`src/rtl/music_score_player.sv`:
```
// music_score_player
//   Plays a melody stored in an external synchronous score ROM on a passive
//   buzzer. Each ROM word is {note code[15:8], beat count[7:0]}. The note code
//   goes to the music_hz lookup, which returns the tone period in clocks on
//   `cycle`. The player produces a 50%-duty square wave at that period for
//   beats*BEAT_CYC clocks, then a silent gap of GAP_CYC clocks, then the next
//   entry. A zero beat count, or finishing the last ROM address, ends the score.
//
// Ports
//   clk, rst_n  : clock, asynchronous active-low reset
//   start       : one-cycle pulse, begin playback at address 0 (ignored while busy)
//   stop        : one-cycle pulse, abort playback (wins over start)
//   loop_en     : at end of score restart at address 0 instead of finishing
//   rom_addr    : score ROM address (ROM data valid one clock later)
//   rom_data    : {note code, beat count}
//   hz_sel      : note code to music_hz (0 outside PLAY)
//   cycle       : tone period from music_hz, 0 = silence
//   buzzer      : square-wave drive
//   busy        : high in every state except IDLE
//   done        : one-cycle pulse on normal completion
//   state_dbg   : current FSM state, for checkers
//
// Handshake: there is no valid/ready pair here. start and stop are single-cycle
// request pulses sampled on the rising clock edge; done is a single-cycle
// completion pulse. All outputs are registered.
//
// Parameter limits: 1 <= BEAT_CYC < 2**24, 1 <= GAP_CYC < 2**24.

module music_score_player #(
    parameter int ADDR_W   = 8,
    parameter int BEAT_CYC = 6250000,
    parameter int GAP_CYC  = 500000
) (
    input  logic              clk,
    input  logic              rst_n,
    input  logic              start,
    input  logic              stop,
    input  logic              loop_en,
    output logic [ADDR_W-1:0] rom_addr,
    input  logic [15:0]       rom_data,
    output logic [7:0]        hz_sel,
    input  logic [19:0]       cycle,
    output logic              buzzer,
    output logic              busy,
    output logic              done,
    output logic [2:0]        state_dbg
);

    typedef enum logic [2:0] {
        S_IDLE  = 3'd0,
        S_FETCH = 3'd1,
        S_LOAD  = 3'd2,
        S_PLAY  = 3'd3,
        S_GAP   = 3'd4,
        S_DONE  = 3'd5
    } state_t;

    localparam logic [23:0]       BEAT_LAST = 24'(BEAT_CYC - 1);
    localparam logic [23:0]       GAP_LAST  = 24'(GAP_CYC - 1);
    localparam logic [ADDR_W-1:0] ADDR_LAST = '1;

    state_t      state;
    logic [23:0] beat_cnt;
    logic [23:0] gap_cnt;
    logic [7:0]  beats_left;
    logic [19:0] tone_cnt;

    logic [19:0] half_cycle;
    logic        tone_wrap;
    logic        tone_high;

    // Odd periods get floor(cycle/2) high clocks because of the shift.
    assign half_cycle = cycle >> 1;
    // With cycle == 0 the compare is against 0xFFFFF and the counter simply
    // free-runs; the buzzer is forced low for that case anyway.
    assign tone_wrap  = (tone_cnt >= (cycle - 20'd1));
    assign tone_high  = (cycle != 20'd0) && (tone_cnt < half_cycle);

    assign state_dbg  = state;

    always_ff @(posedge clk or negedge rst_n) begin
        if (!rst_n) begin
            state      <= S_IDLE;
            rom_addr   <= '0;
            hz_sel     <= 8'd0;
            buzzer     <= 1'b0;
            busy       <= 1'b0;
            done       <= 1'b0;
            beat_cnt   <= 24'd0;
            gap_cnt    <= 24'd0;
            beats_left <= 8'd0;
            tone_cnt   <= 20'd0;
        end else begin
            done <= 1'b0;
            if (state != S_IDLE && stop) begin
                // Abort: silent, back to address 0, no completion pulse.
                state    <= S_IDLE;
                busy     <= 1'b0;
                hz_sel   <= 8'd0;
                buzzer   <= 1'b0;
                rom_addr <= '0;
            end else begin
                case (state)
                    S_IDLE: begin
                        rom_addr <= '0;
                        hz_sel   <= 8'd0;
                        buzzer   <= 1'b0;
                        if (start && !stop) begin
                            state <= S_FETCH;
                            busy  <= 1'b1;
                        end
                    end

                    S_FETCH: begin
                        // Address has been stable; ROM data is valid next clock.
                        buzzer <= 1'b0;
                        state  <= S_LOAD;
                    end

                    S_LOAD: begin
                        buzzer <= 1'b0;
                        if (rom_data[7:0] == 8'd0) begin
                            // End marker.
                            if (loop_en) begin
                                rom_addr <= '0;
                                state    <= S_FETCH;
                            end else begin
                                state <= S_DONE;
                                done  <= 1'b1;
                            end
                        end else begin
                            hz_sel     <= rom_data[15:8];
                            beats_left <= rom_data[7:0];
                            beat_cnt   <= 24'd0;
                            tone_cnt   <= 20'd0;
                            state      <= S_PLAY;
                        end
                    end

                    S_PLAY: begin
                        buzzer   <= tone_high;
                        tone_cnt <= tone_wrap ? 20'd0 : tone_cnt + 20'd1;
                        if (beat_cnt == BEAT_LAST) begin
                            beat_cnt   <= 24'd0;
                            beats_left <= beats_left - 8'd1;
                            if (beats_left == 8'd1) begin
                                // Last clock of the final beat.
                                hz_sel  <= 8'd0;
                                gap_cnt <= 24'd0;
                                state   <= S_GAP;
                            end
                        end else begin
                            beat_cnt <= beat_cnt + 24'd1;
                        end
                    end

                    S_GAP: begin
                        buzzer <= 1'b0;
                        hz_sel <= 8'd0;
                        if (gap_cnt == GAP_LAST) begin
                            if (rom_addr == ADDR_LAST) begin
                                // Ran off the end of the ROM: same as an end marker.
                                if (loop_en) begin
                                    rom_addr <= '0;
                                    state    <= S_FETCH;
                                end else begin
                                    state <= S_DONE;
                                    done  <= 1'b1;
                                end
                            end else begin
                                rom_addr <= rom_addr + 1'b1;
                                state    <= S_FETCH;
                            end
                        end else begin
                            gap_cnt <= gap_cnt + 24'd1;
                        end
                    end

                    S_DONE: begin
                        state    <= S_IDLE;
                        busy     <= 1'b0;
                        rom_addr <= '0;
                    end

                    default: begin
                        state    <= S_IDLE;
                        busy     <= 1'b0;
                        hz_sel   <= 8'd0;
                        buzzer   <= 1'b0;
                        rom_addr <= '0;
                    end
                endcase
            end
        end
    end

endmodule

```
`config.mk`:
```
export PLATFORM = sky130hd
export DESIGN_NAME = music_score_player
export DESIGN_NICKNAME = d
export VERILOG_FILES = /design/src/rtl/music_score_player.sv
export SDC_FILE = /design/constraint.sdc
export NUM_CORES = 1
export LEC_CHECK = 0
export BUFFER_PORTS_ARGS = -buffer_cell sky130_fd_sc_hd__buf_2
export CAP_MARGIN = 20
export CORE_AREA = 2 2 152 109
export CTS_BUF_LIST = sky130_fd_sc_hd__clkbuf_4
export CTS_CLUSTER_DIAMETER = 50
export DETAILED_ROUTE_END_ITERATION = 16
export DIE_AREA = 0 0 154 111
export SYNTH_ARGS = -nofsm -noshare
export SYNTH_HDL_FRONTEND = slang
export SYNTH_SLANG_ARGS = --single-unit
```
`constraint.sdc`:
```
create_clock -name clk -period 2.7 [get_ports clk]
set_input_delay 0 -clock clk [delete_from_list [all_inputs] [get_ports clk]]
set_output_delay 0 -clock clk [all_outputs]
set_load 0.03 [all_outputs]
```
==> impl_metrics.ini, run 1 <==
[worst_hold_path]
min-delay-path-class = in -> async

[logic_synthesis]
syn-cell-area_um2 = 6790
synth_edf_count = 0
yosysUniqueCellTypes = 75
synth_area_per_cell_um2 = 8.63
synth_nets = 874
yosysSeqAreaShare_pct = 36.1
synthCells = 787
synth_seq_cells = 98
synth_largest_area_cell = dfrtp_1
ys.flop_type = dfrtp_1
synth_top_area_share_pct = 36.1
ys_top_cells_by_area = dfrtp_1, ha_1, o21ai_0
yosysWarningCount = 0
async_reset_ff_share_pct = 100

[placement]
gp_congestion = 0.925
dpl.cell_count = 1066
post-dp-hpwl_mm = 13.9
io_buffers = 62

[setup_path]
endpoint_kind = flip-flop
critPathRequiredTime_ns = 3.06
critPathMaxFanout = 14
startpoint_type = input port
criticalPathCategory = in -> reg
arrival_ns = 2.82

[clock_network]
clkSlewWorstSetupHoldPaths_ns = 0.16
cts_tree = yes
cts_root_buf = clkbuf_4
clockBufferDepth = 2
cts_sinks = 98
clock_latency_ns = 0.47
cts_buffers = 9
htreeDepth = 3

[cells_and_area]
final_common_cell = dfrtp_1
synthToLayoutAreaGrowth_pct = 15.9
filler_cell_count = 1484
fin_util_pct = 49.6
layout_common_cells = dfrtp_1, nor2_1, o21ai_0, buf_2, nand2_1
layout.cells.non_filler = 1103
num_antenna_cells = 0
nets = 980
layout-drive-gt1-share_pct = 17.7

[global_route]
grt_pass1_vias = 6200
grt.overflow.total = 0
antenna_found_initial = 0
grt_usage_pct = 22.1
grt_max_degree = 61
grt_pass1_wl_mm = 30.9

[sta]
period_share_pct = 91.1
slew_headroom_pct = 61.4
report.final.setup_viol = 0
hold_viol = 0
tightestPinTransition_ns = 0.565
fmax_mhz = 407
fin_skew_ns = 0.0236
report.final.slew_viol_count = 0
min_period_ns = 2.46

[die]
io_pins = 63
coreArea_um2 = 15900
die_w_um = 154
die_area_um2 = 17100
start_util_pct = 42.8
fp.dieH_um = 111
std_cell_rows = 39

[outcome]
status = complete, no violations

[job]
maxCapViolCount = 0

[power]
p_leak_nw = 3.56
irDropWorstVdd_uv = 229
power.density_nw_per_um2 = 490

[detailed_routing]
drc = 0
ant_nets = 0
wirelength_mm = 18.6
drtIter0Drc = 444
num_vias = 6476
dr.pass1.iters = 5
avgViaCountPerCell = 5.87
routedWlPerCell_um = 16.9
## kinds of logic after synthesis
| family | count (synthesis) | share of synthesized area [%] |
|---|---|---|
| AOI/OAI and AO/OA | 233 | 22.5 |
| and+or+nand+nor | 307 | 23.9 |
| adders and majority gates | 46 | 8.48 |
| muxes | 2 | 0.332 |
| xor gates and xnor gates | 33 | 4.26 |
| buffers and inverters | 68 | 4.40 |
| DFF | 98 | 36.1 |
## final cells by class
type | count | area (um^2) | area share, %
clock buffers | 9 | 67.6 | 0.858
clock inverters | 7 | 45.0 | 0.572
inverters | 36 | 135 | 1.72
multi-input cells | 621 | 4050 | 51.5
flip-flops and latches | 98 | 2450 | 31.2
well taps | 205 | 256 | 3.26
repair buffers | 127 | 863 | 11.0
## worst max-delay path, cell delays in order
cell,delay (ns)
buf_2,0.10
nor4_1,0.27
buf_4,0.17
and3_1,0.17
nand2_1,0.14
buf_4,0.18
nor3_1,0.16
nor2_1,0.05
nor2_1,0.11
ha_1,0.26
a21oi_1,0.12
o21ai_0,0.14
a21oi_2,0.23
o21a_1,0.17
nand2_1,0.07
buf_4,0.20
o31ai_1,0.26
## stage by stage
stage               instance area [um^2]  setup TNS (ns)  power (mW)  hold slack (ns)  worst slack [ns]
detailed placement                  7540           -3.71        3.11           0.0113            -0.290
global placement                    7540           -2.73        3.07           0.0106            -0.184
floorplan                           6790               0        2.67           -0.296            0.0445
finish                              7870               0        3.85           0.0225             0.240
CTS                                 7850               0        3.87           0.0102             0.201
global route                        7870        -0.00602        4.10           0.0357          -0.00602
## routing by layer
metal  track usage [%]  wire length, um  vias to the layer above
li1                  -                -                     3133
met1              32.2             9100                     3137
met2              34.3             8320                      179
met3              3.32              962                       27
met4              6.36              250                        0
met5                 0                0                        -
## cells in the mapped netlist, drive strengths merged, types with 18 or more instances
master	n
nand4	25
o31ai	18
nor3	22
nor2	78
a21oi	46
o21ai	82
ha	46
nand2	58
and3	25
dfrtp	98
inv	36
buf	24
nand3	35
xnor2	25
## state kept, by name, indices dropped and copies added, names as in the netlist
signal / count
beat_cnt: 24
beats_left: 8
busy: 1
buzzer: 1
done: 1
gap_cnt: 24
hz_sel: 8
rom_addr: 8
state_dbg: 3
tone_cnt: 20
## repair_timing
| item | CTS | global route |
|---|---|---|
| gates resized for setup | 0 | 3 |
| setup endpoints to repair | 0 | 11 |
| hold buffers | 20 | 0 |
| setup buffers | 0 | 1 |
| endpoints found under the hold margin | 117 | 0 |
## power breakdown
part | total (mW) | leakage [nW] | switching (mW) | internal (mW)
Combinational | 1.35 | 2.16 | 0.837 | 0.513
Clock | 0.713 | 0.0558 | 0.527 | 0.186
Sequential | 1.79 | 1.34 | 0.189 | 1.60
## path summary, 6_finish.rpt
| path | start | to | slack (ns) | depth (start not counted) |
|---|---|---|---|---|
| max in group asynchronous | rst_n | tone_cnt[6] | 1.95 | 3 |
| max | cycle[5] | tone_cnt[7] | 0.24 | 17 |
| max reg2reg | state_dbg[1] | tone_cnt[7] | 0.37 | 7 |
| min | rst_n | rom_addr[1] | 0.02 | 2 |
| min in group clk | start | state_dbg[0] | 0.14 | 6 |
| min reg2reg | gap_cnt[18] | gap_cnt[18] | 0.50 | 1 |
Power figures use the tool's default switching activity.
==> inputs of run 2 (changes only) <==
Settings changed: CORE_AREA 2 2 152 109 to 2 2 122 136, DIE_AREA 0 0 154 111 to 0 0 124 138.
==> run 2 against run 1 <==
  * Worst hold slack better by 0.041 ns
  * Combinational power about the same
  * Maximum frequency up 1.3%
  * Flip-flop and latch count unchanged
  * Design area up 0.11%
  * Non-clock buffer count down 1
  * Critical path depth down 2
  * First-iteration DRC count up 31%
  * Die area up 0.11%
  * Global-route usage up 0.38 points
  * Worst setup slack better by 0.031 ns
  * Highest routed layer unchanged
==> impl_metrics.ini, run 2 (same netlist as run 1, synthesis figures left out) <==
[clock_network]
cts_tree = yes
cts_root_buf = clkbuf_4
clkSlewWorstSetupHoldPaths_ns = 0.17
cts_buffers = 9
cts_setup_buffers = 0
cts_resized = 0
htreeDepth = 3
clock_latency_ns = 0.49
clockBufferDepth = 2
cts_sinks = 98

[setup_path]
critPathMaxFanout = 10
crit_chain = buf_2, nor4_1, buf_4, and3_1, nand2_1, nor2b_1, nand2_1, xnor2_1, ha_1, nand2_1, nor2_1, o211ai_1, or2_2, a41oi_1, o31ai_1
critPathMostFrequentCell = nand2_1
arrival_ns = 2.82
endpoint_kind = flip-flop
criticalPathCategory = in -> reg
cpPeakStageDelay_ns = 0.41
startpoint_type = input port
cp_slowest_cell = or2_2
critPathRequiredTime_ns = 3.09

[sta]
rsz0062_at_grt = no
report.final.slew_viol_count = 0
setup-tns-final_ns = 0
min_period_ns = 2.43
fin_skew_ns = 0.0150
slew_headroom_pct = 48.2
period_share_pct = 90.0
hold_viol = 0
whs_ns = 0.0636
tightestPinTransition_ns = 0.778
fmax_mhz = 412
report.final.setup_viol = 0

[placement]
gp_congestion = 0.863
io_buffers = 62
post-dp-hpwl_mm = 13.7
dpl.cell_count = 1065

[job]
maxCapViolCount = 0

[power]
power.density_nw_per_um2 = 499
p_seq_share_pct = 45.4
irDropWorstVdd_uv = 206
p_leak_nw = 3.57
netSwitchingPower_mw = 1.60
switching_share_pct = 40.7
p_int_mw = 2.34
clockPowerShare_pct = 20.0
power_frac_comb_pct = 34.6

[outcome]
status = complete, no violations

[detailed_routing]
wirelength_mm = 18.7
drtIter0Drc = 580
ant_nets = 0
routedWlPerCell_um = 16.9
drc = 0
dr.pass1.iters = 6
num_vias = 6454
avgViaCountPerCell = 5.86

[worst_hold_path]
min-delay-path-class = in -> reg

[die]
die_area_um2 = 17100
fp.dieH_um = 138
start_util_pct = 42.6
std_cell_rows = 49
io_pins = 63
coreArea_um2 = 15900
die_w_um = 124

[cells_and_area]
synthToLayoutAreaGrowth_pct = 16.1
reg.largest.list = beat_cnt (24), gap_cnt (24), tone_cnt (20)
layout-drive-gt1-share_pct = 17.5
layout.cells.non_filler = 1102
nets = 979
filler_cell_count = 1564
layout_common_cells = dfrtp_1, nor2_1, o21ai_0, buf_2, nand2_1
regArea_um2 = 2450
final_common_cell = dfrtp_1
fin_util_pct = 49.4
multi_input_area_um2 = 4040

[global_route]
grt.overflow.total = 0
grt_usage_pct = 22.5
antenna_found_initial = 1
grt_pass1_wl_mm = 31.1
grt_max_degree = 57
grt_pass1_vias = 6271
run 2: per-stage QoR:
step / worst slack [ns] / total power, mW / instance area, um^2
floorplan: 0.0445 / 2.67 / 6790
CTS: 0.284 / 3.96 / 7880
global placement: -0.143 / 3.09 / 7550
detailed placement: -0.236 / 3.13 / 7550
finish: 0.271 / 3.93 / 7880
global route: 0.0206 / 4.20 / 7880
run 2: power by group through the flow:
stage | Combinational, mW | Sequential (mW) | Clock, mW
6_report | 1.36 | 1.79 | 0.789
5_1_grt | 1.50 | 1.81 | 0.880
4_1_cts | 1.36 | 1.79 | 0.817
3_5_place_dp | 1.32 | 1.81 | 0
3_3_place_gp | 1.28 | 1.81 | 0
2_1_floorplan | 0.832 | 1.84 | 0
run 2: layout make-up:
class,instances,area share (%)
well taps,204,3.24
diodes,1,0.0318
clock buffers,9,0.857
clock inverters,7,0.778
repair buffers,126,11.0
inverters,36,1.71
multi-input cells,621,51.2
flip-flops and latches,98,31.1
run 2: worst paths after layout:
kind	from	endpoint	slack, ns	cells past startpoint
max in group asynchronous	rst_n	beat_cnt[19]	1.88	3
min in group asynchronous	rst_n	rom_addr[1]	0.10	2
worst min-delay path	start	state_dbg[0]	0.06	6
worst max-delay path	cycle[5]	tone_cnt[15]	0.27	15
worst max register to register	state_dbg[1]	beat_cnt[11]	0.36	7
worst min register to register	gap_cnt[18]	gap_cnt[18]	0.49	1
run 2: per-layer routing:
metal / track usage, % / wire, um
met4: 6.92 / 399
met2: 38.8 / 9450
met1: 28.8 / 8110
met5: 0 / 0
met3: 3.42 / 698
run 2: timing repair:
action,in CTS,in global routing
hold buffers,20,0
hold endpoints to repair,77,0
endpoints found under the setup margin,0,0
run 2: worst max-delay path: cells and delay by family:
kind | cells | cell delay (ns)
fa+ha+maj | 1 | 0.30
xor+xnor | 1 | 0.14
simple gates | 8 | 1.63
buf+inv | 2 | 0.28
compound gates | 3 | 0.47
